==> config.mk <==
export PLATFORM = sky130hd
export DESIGN_NAME = la_cellbist3_flat
export DESIGN_NICKNAME = d
export VERILOG_FILES = /design/src/rtl/la_cellbist3_if.sv /design/src/rtl/la_cellbist3.sv /design/src/flat_wrapper.sv
export SDC_FILE = /design/constraint.sdc
export NUM_CORES = 1
export LEC_CHECK = 0
export BUFFER_PORTS_ARGS = -buffer_cell sky130_fd_sc_hd__buf_2
export CAP_MARGIN = 30
export CORE_MARGIN = 2
export CORE_UTILIZATION = 47
export DETAILED_ROUTE_END_ITERATION = 16
export GPL_ROUTABILITY_DRIVEN = 0
export PLACE_DENSITY = 0.71
export SLEW_MARGIN = 10
export SYNTH_ARGS = -nofsm -noshare
export SYNTH_HDL_FRONTEND = slang
export SYNTH_SLANG_ARGS = --single-unit
==> constraint.sdc <==
create_clock -name clk -period 1.6 [get_ports clk]
set_clock_uncertainty 0.05 [all_clocks]
set_input_delay 0.32 -clock clk [delete_from_list [all_inputs] [get_ports clk]]
set_output_delay 0.32 -clock clk [all_outputs]
set_load 0.03 [all_outputs]
==> src/rtl/la_cellbist3_if.sv <==
// Cell self-test bus: run control and status toward the requester, stimulus and
// response toward the 3-input cell under test.
interface la_cellbist3_if;
  logic       start;
  logic [2:0] stim;
  logic       resp;
  logic       busy;
  logic       done;
  logic       pass;
  logic [7:0] fail_vec;

  // The requester side also provides the cell response.
  modport master (
    output start, resp,
    input  stim, busy, done, pass, fail_vec
  );

  modport slave (
    input  start, resp,
    output stim, busy, done, pass, fail_vec
  );
endinterface

==> src/rtl/la_cellbist3.sv <==
// Exhaustive 3-input cell self-test: walks all eight vectors, checks them against TRUTH,
// and reports a failure map. Optional feature macro: LA_CELLBIST_STICKY_EN (accumulate fail_vec across runs).
module la_cellbist3 #(
  parameter logic [7:0] TRUTH  = 8'hF8,
  parameter int         SETTLE = 2,
  parameter             PROP   = "DEFAULT"
) (
  input logic          clk,
  input logic          rst,
  la_cellbist3_if.slave bus
);

  localparam int CW = $clog2(SETTLE + 1);
  localparam logic [CW-1:0] CNT_ZERO   = CW'(0);
  localparam logic [CW-1:0] CNT_ONE    = CW'(1);
  localparam logic [CW-1:0] SETTLE_LAST = CW'(SETTLE - 1);

  typedef enum logic [1:0] {
    ST_IDLE   = 2'd0,
    ST_DRIVE  = 2'd1,
    ST_SAMPLE = 2'd2,
    ST_DONE   = 2'd3
  } state_t;

  state_t        state_r, state_s;
  logic [CW-1:0] cnt_r, cnt_s;
  logic [2:0]    stim_r, stim_s;
  logic [7:0]    fail_r, fail_s;
  logic          pass_r, pass_s;
  logic          busy_r, done_r;
  logic          mismatch_s;

  // Next-state and datapath update for the vector walk.
  always_comb begin
    state_s    = state_r;
    cnt_s      = cnt_r;
    stim_s     = stim_r;
    fail_s     = fail_r;
    pass_s     = pass_r;
    mismatch_s = (bus.resp != TRUTH[stim_r]);
    case (state_r)
      ST_IDLE: begin
        if (bus.start) begin
          state_s = ST_DRIVE;
          stim_s  = 3'd0;
          cnt_s   = CNT_ZERO;
`ifdef LA_CELLBIST_STICKY_EN
          fail_s  = fail_r;
`else
          fail_s  = 8'h00;
`endif
        end else begin
          state_s = ST_IDLE;
        end
      end
      ST_DRIVE: begin
        if (cnt_r == SETTLE_LAST) begin
          state_s = ST_SAMPLE;
        end else begin
          cnt_s = cnt_r + CNT_ONE;
        end
      end
      ST_SAMPLE: begin
        if (mismatch_s) begin
          fail_s = fail_r | (8'h01 << stim_r);
        end else begin
          fail_s = fail_r;
        end
        // pass must include the final vector's result, so it is derived from fail_s.
        if (stim_r == 3'd7) begin
          state_s = ST_DONE;
          pass_s  = ~|fail_s;
        end else begin
          state_s = ST_DRIVE;
          stim_s  = stim_r + 3'd1;
          cnt_s   = CNT_ZERO;
        end
      end
      ST_DONE: begin
        state_s = ST_IDLE;
      end
      default: begin
        state_s = ST_IDLE;
      end
    endcase
  end

  // State and registered status outputs.
  always_ff @(posedge clk) begin
    if (rst) begin
      state_r <= ST_IDLE;
      cnt_r   <= CNT_ZERO;
      stim_r  <= 3'd0;
      fail_r  <= 8'h00;
      pass_r  <= 1'b0;
      busy_r  <= 1'b0;
      done_r  <= 1'b0;
    end else begin
      state_r <= state_s;
      cnt_r   <= cnt_s;
      stim_r  <= stim_s;
      fail_r  <= fail_s;
      pass_r  <= pass_s;
      busy_r  <= (state_s == ST_DRIVE) || (state_s == ST_SAMPLE);
      done_r  <= (state_s == ST_DONE);
    end
  end

  assign bus.stim     = stim_r;
  assign bus.busy     = busy_r;
  assign bus.done     = done_r;
  assign bus.pass     = pass_r;
  assign bus.fail_vec = fail_r;

endmodule
==> src/flat_wrapper.sv <==
// flat-port wrapper written by rule: the top's interface ports become plain ports
module la_cellbist3_flat 
#(
  parameter logic [7:0] TRUTH  = 8'hF8,
  parameter int         SETTLE = 2,
  parameter             PROP   = "       "
)
  (clk, rst, bus_start, bus_resp, bus_stim, bus_busy, bus_done, bus_pass, bus_fail_vec);
  la_cellbist3_if bus_i ();
  input logic clk;
  input logic rst;
  input wire logic [$bits(bus_i.start)-1:0] bus_start;
  input wire logic [$bits(bus_i.resp)-1:0] bus_resp;
  output wire logic [$bits(bus_i.stim)-1:0] bus_stim;
  output wire logic [$bits(bus_i.busy)-1:0] bus_busy;
  output wire logic [$bits(bus_i.done)-1:0] bus_done;
  output wire logic [$bits(bus_i.pass)-1:0] bus_pass;
  output wire logic [$bits(bus_i.fail_vec)-1:0] bus_fail_vec;
  assign bus_i.start = bus_start;
  assign bus_i.resp = bus_resp;
  assign bus_stim = bus_i.stim;
  assign bus_busy = bus_i.busy;
  assign bus_done = bus_i.done;
  assign bus_pass = bus_i.pass;
  assign bus_fail_vec = bus_i.fail_vec;
  la_cellbist3 #(.TRUTH(TRUTH), .SETTLE(SETTLE), .PROP(PROP)) u_core (.clk(clk), .rst(rst), .bus(bus_i));
endmodule
Word level (Yosys, flattened, before mapping). Memories as Yosys holds them, arrays and structs flattened. A register that Yosys moved wholly into a read port is not among the register bits. Cells that the tools add are included.

Register bits after elaboration: 18. Memory bits (read-only): 8. Input bits: 4. Output and inout bits: 14. Logic and storage cells: 53. Memories kept: 1.

Add/subtract/negate cells: 2. Order comparisons: 1. Equal/unequal tests: 12. Shift operators: 1. Multiplexer cells: 18. Bitwise gates (word level): 1. Reduce and logical (&&, ||, !) cells: 10.

Memory list: (name not given) (depth 8, bits a word 1, rd ports 1, clocked after Yosys merged registers in 1, wr ports 0, line la_cellbist3.sv:40) `mismatch_s = (bus.resp != TRUTH[stim_r]);`.

Operators by type and width (count): two-way mux 8 bit (3); case mux 8 bit (2 select lines) (1); two-way mux 3 bit (4); two-way mux 2 bit (5); equality test 2 bit (second input constant) (4); bitwise OR 8 bit (1); case mux 2 bit (4 select lines) (1); OR reduction 8 bit (1); left shift 1 x 3 -> 8 bit (first input constant) (1); equality test 2 x 1 -> 1 bit (second input constant) (3); != test 2 bit (second input constant) (3); case mux 2 bit (3 select lines) (1); case mux 3 bit (2 select lines) (1); < comparator 3 x 4 -> 1 bit (second input constant) (1); AND reduction 2 bit (2); AND reduction 4 bit (1); adder 3 x 1 -> 3 bit (second input constant) (1); equality test 3 bit (second input constant) (1); AND reduction 3 bit (1); nonzero test 3 bit (1); adder 2 x 1 -> 2 bit (second input constant) (1); logical NOT 2 bit (1); two-way mux 1 bit (2); nonzero test 2 bit (1); 3 further kinds (3).

Depth between registers and ports, before layout.
Word-level depth: 7. Gate-level depth with buffers: 7. Depth with buffers taken out: 6.

Worst setup path after synthesis. OpenSTA, ideal clock, no wires.

Kind: reg2reg. From: reg u_core.stim_r[0] (netlist: u_core.bus.stim[0]). To: reg u_core.pass_r (netlist: u_core.bus.pass). Setup time: 69 ps. Data arrival time: 1786 ps. Required time: 1481 ps. Path slack: -305 ps. Stages on the path, launching flop included: 8. Buffers on the path: 1. Clock period less this slack: 1905 ps. Cell sequence: dfxtp_1 ha_1 ha_1 buf_6 or4_1 nor2_1 o2111ai_1 o21ai_1.

Cells in the longest elaborated chain, start to end: 6. Elaborated cells between the ends (all ways): 8. Those cells by class: 1 x eq/ne; 1 x shift; 2 x mux; 1 x bitwise; 3 x reduce/logical.

Ends and longest elaborated chain: from (decl) (line la_cellbist3.sv:27) `logic [2:0] stim_r, stim_s;`; from (signal assigned) (line la_cellbist3.sv:101) `stim_r <= stim_s;`; left shift 1 x 3 -> 8 bit (line la_cellbist3.sv:65) `fail_s = fail_r | (8'h01 << stim_r);`; bitwise OR 8 bit (line la_cellbist3.sv:65); two-way mux 8 bit (line la_cellbist3.sv:64) `if (mismatch_s) begin`; two-way mux 8 bit (line la_cellbist3.sv:41) `case (state_r)`; OR reduction 8 bit (line la_cellbist3.sv:72) `pass_s = ~|fail_s;`; logical NOT 1 bit (line la_cellbist3.sv:72); to (signal assigned) (line la_cellbist3.sv:103) `pass_r <= pass_s;`; to (decl) (line la_cellbist3.sv:29) `logic pass_r, pass_s;`.

Several ways; a longest one is shown, not always the timed one. The select of a mux whose other input is x is not followed. A chain may end at the register's enable or synchronous reset.

Worst setup path in the final report. Same ends and word-level chain as after synthesis.

==> implementation parameters <==
Parameter                              Value

Global routing
  Number of antenna violations at the first check in global routing ... 0
  Overall Global Routing Usage ... 0.211
  Met1 track utilization from global routing ... 0.269
  Global-route wire length before repair ... 3240 µm
  Pin count of the biggest net entering global routing ... 12
  Met2 GRT Util ... 0.349
  Global-route layer with the greatest usage ... met2
  Remaining global-route overflow ... 0
  Number of global-route vias before repair ... 744
  Fraction of met3 tracks used by global routing ... 0.0340

Final layout
  Post-layout nets ... 144
  Number of fill cells in the layout ... 160
  Post-route standard cell area excluding fillers ... 1180 µm²
  Share of final-layout standard cells stronger than drive strength 1 ... 0.382
  Post-synthesis to final-layout area growth ... 32.5%
  Antenna fix cells ... 0
  Non-Filler Instances ... 156

Critical path
  Critical path class ... register to register
  Slowest stage cell on the critical path ... sky130_fd_sc_hd__or4_4
  CP arrival ... 1.83 ns
  Crit-path max FO ... 3
  Chain of cells forming the critical path ... ha_4 > ha_4 > or4_4 > nor2_2 > o2111ai_1 > o21ai_1
  Crit path launch type ... register
  Largest stage delay on the critical path ... 0.50 ns
  Crit-path most repeated cell ... sky130_fd_sc_hd__ha_4
  Crit end category ... register
  Required time of the critical path ... 1.79 ns

Clocking
  CTS tree ... built
  Num CTS Buffers ... 3
  Clock-pin slew on the worst setup and hold paths ... 0.11 ns
  CTS Sinks ... 19
  Cell chosen for the clock root ... sky130_fd_sc_hd__clkbuf_4
  Clock insertion delay at the later pin of the skew report ... 0.30 ns
  CTS H-Tree Depth ... 1
  Clock Path Buffers ... 2

Detailed routing
  Post-detailed-route wirelength per cell ... 12.7 µm
  Total iterations of the first detailed-routing run ... 4
  Total routed wirelength ... 1970 µm
  Number of DRC violations after detailed-routing iteration 0 ... 13
  Vias per inst ... 5.23
  Post-detailed-route DRC marker count ... 0
  Final antenna-violating net count ... 0
  Total number of vias ... 816

Synth
  Post-synthesis cell area ... 893 µm²
  Mean instance size in the synthesized netlist ... 8.85 µm²
  Leading register cell type out of synthesis ... sky130_fd_sc_hd__dfxtp_1
  Fraction of the mapped netlist area in compound gates ... 0.165
  Yosys warnings ... 0
  Simple-gate portion of the synthesized area ... 0.224
  Total of flip-flops plus latches after synthesis ... 19
  Multiplexer share of the synthesized area ... 0.0112
  Count of flip-flops with a built-in enable after synthesis ... 0
  Async set-reset flop share out of synthesis ... 0
  Combinational family with the most area after synthesis ... simple AND/OR/NAND/NOR gates
  Adder-cell share of the synthesized area ... 0.112
  Sequential fraction of the synthesis area ... 0.426
  Number of different library cells in the post-synthesis netlist ... 29
  Post-Synthesis Cells ... 101
  Net count after synthesis ... 113
  Xor/xnor share of the synthesized area ... 0.00980

Placement
  Post-detailed-placement cell area ... 1090 µm²
  Pre-CTS setup slack ... -0.0825 ns
  Number of port buffers ... 17
  Detailed placer's ending HPWL ... 1460 µm
  Cell Count Post-Placement ... 150

Floorplanning
  Effective utilization at floorplan ... 0.506
  Core outline area ... 1760 µm²
  Die area ... 2270 µm²
  Die width ... 47.6 µm
  Die boundary height ... 47.6 µm
  Io pins ... 18
  Row count ... 15

Status
  Outcome ... complete, but fails checks
  Violated checks ... setup timing

Timing
  Final worst-path cycle share ... 1.03
  Fin. max-slew vios ... 0
  Final critical-path setup slack ... -0.0426 ns
  Max-Slew Margin vs Limit ... 0.766
  Final hold vios ... 0
  Setup violations, final ... 2
  Minimum clock period ... 1.64 ns
  Transition time at the pin with the least slew margin ... 0.348 ns
  Setup repair after global routing missed its margin ... yes
  Max Clock Freq ... 0.609 GHz

Pwr
  Pwr Total ... 0.816 mW
  Psw ... 0.208 mW
  Maximum VDD drop ... 0.000360 V
  Power density over cell area ... 689 nW/µm²
  Flop pwr share ... 0.600
  Leakage component of the power ... 0.514 nW
  Clock share of power ... 0.298
  Int Pwr ... 0.607 mW
  Combinational group share of total power ... 0.102
  Net Sw Frac ... 0.255

Run
  Count of maximum capacitance violations ... 0

Hold path
  Min-delay worst type ... input port to register
through the flow:
stage,setup TNS (ns),util,hold WS [ns]
after floorplan,-0.150,-,0.414
after global placement,-0.0310,0.620,0.424
after detailed placement,-0.180,0.620,0.432
after CTS,-0.136,0.662,0.271
after global routing,-0.294,0.671,0.291
final,-0.0675,0.671,0.295
worst max-delay path: cells and delay by family, from the launching register on:
| kind | cells | cell delay [ns] |
|---|---|---|
| AO/OA/AOI/OAI | 2 | 0.24 |
| adder cells (fa/ha/maj) | 2 | 0.33 |
| flip-flops | 1 | 0.38 |
| AND/OR/NAND/NOR | 2 | 0.59 |
sequential cells by signal, summed over array words and instances (netlist names), named ones only:
signal / cells
u_core.bus.fail_vec: 8
u_core.bus.pass: 1
u_core.cnt_r: 2
u_core.state_r: 2
u_core.bus.busy: 1
u_core.bus.stim: 3
u_core.bus.done: 1
repair_timing:
action,in CTS,in global routing
resized for setup,7,7
setup endpoints to repair,5,6
buffers inserted,2,0
gates cloned,0,0
hold buffers,0,0
pin swaps,5,3
layout by cell type (no fill, tap or decap), drive strengths merged:
cell     synthesis  routed
buf              2      31
dfxtp           19      19
nor2            16      16
ha               8       8
a22oi            6       6
nand2            5       5
nor2b            5       5
inv              5       5
o21ai            5       5
nor3             4       4
a21oi            3       3
a32oi            3       3
clkbuf           3       3
nand2b           2       2
nand3b           2       2
a31oi            2       2
o21bai           1       1
and3             1       1
and2             1       1
a21o             1       1
xnor2            1       1
or4              1       1
nor4             1       1
o2111ai          1       1
or2              1       1
nor3b            1       1
mux2i            1       1
clkinv           0       1
Yosys cell counts, types with 3 or more instances:
library cell	instances	area share
sky130_fd_sc_hd__nor2b_1	5	0.035
sky130_fd_sc_hd__o21ai_0	4	0.022
sky130_fd_sc_hd__dfxtp_1	19	0.43
sky130_fd_sc_hd__a22oi_1	6	0.050
sky130_fd_sc_hd__nor2_1	16	0.067
sky130_fd_sc_hd__ha_1	8	0.11
sky130_fd_sc_hd__clkbuf_1	3	0.013
sky130_fd_sc_hd__nand2_1	5	0.021
sky130_fd_sc_hd__a32oi_1	3	0.029
sky130_fd_sc_hd__inv_1	5	0.021
sky130_fd_sc_hd__nor3_1	4	0.022
sky130_fd_sc_hd__a21oi_1	3	0.017
final timing paths:
kind | start | to | slack, ns | cells past startpoint
max | u_core.bus.stim[0]$_SDFFE_PP0N_ | u_core.bus.pass$_SDFFE_PP0P_ | -0.04 | 6
min | rst | u_core.bus.stim[1]$_SDFFE_PP0N_ | 0.29 | 2
max reg2reg | u_core.bus.stim[0]$_SDFFE_PP0N_ | u_core.bus.pass$_SDFFE_PP0P_ | -0.04 | 6
min reg2reg | u_core.bus.pass$_SDFFE_PP0P_ | u_core.bus.pass$_SDFFE_PP0P_ | 0.45 | 2
routing by layer:
layer,share of wire,vias up
li1,-,413
met2,0.48,24
met5,0,-
met1,0.46,377
met4,0.0091,0
met3,0.048,2
kinds of logic (layout without fill, tap and decap cells):
kind of cell,Yosys count,after routing
and+or+nand+nor,40,40
muxes,1,1
xor gates and xnor gates,1,1
DFF,19,19
buffers and inverters,10,40
AOI/OAI and AO/OA,22,22
adders and majority gates,8,8
area by class of cell:
type                       count  area [µm²]  area share
multi-input combinational     72         520       0.440
sequential                    19         389       0.329
timing repair buffer          31         194       0.164
tap                           25        31.3      0.0264
clock buffer                   3        22.5      0.0190
inverter                       5        21.3      0.0180
clock inverter                 1        5.00     0.00423
power groups by stage:
stage / clock network (mW) / logic (mW) / registers, mW
5_1_grt: 0.266 / 0.0934 / 0.491
2_1_floorplan: 0 / 0.0555 / 0.501
3_5_place_dp: 0 / 0.0803 / 0.500
6_report: 0.243 / 0.0832 / 0.489
3_3_place_gp: 0 / 0.0789 / 0.500
4_1_cts: 0.252 / 0.0817 / 0.489
Note: power is estimated with default switching activity, not from simulation.
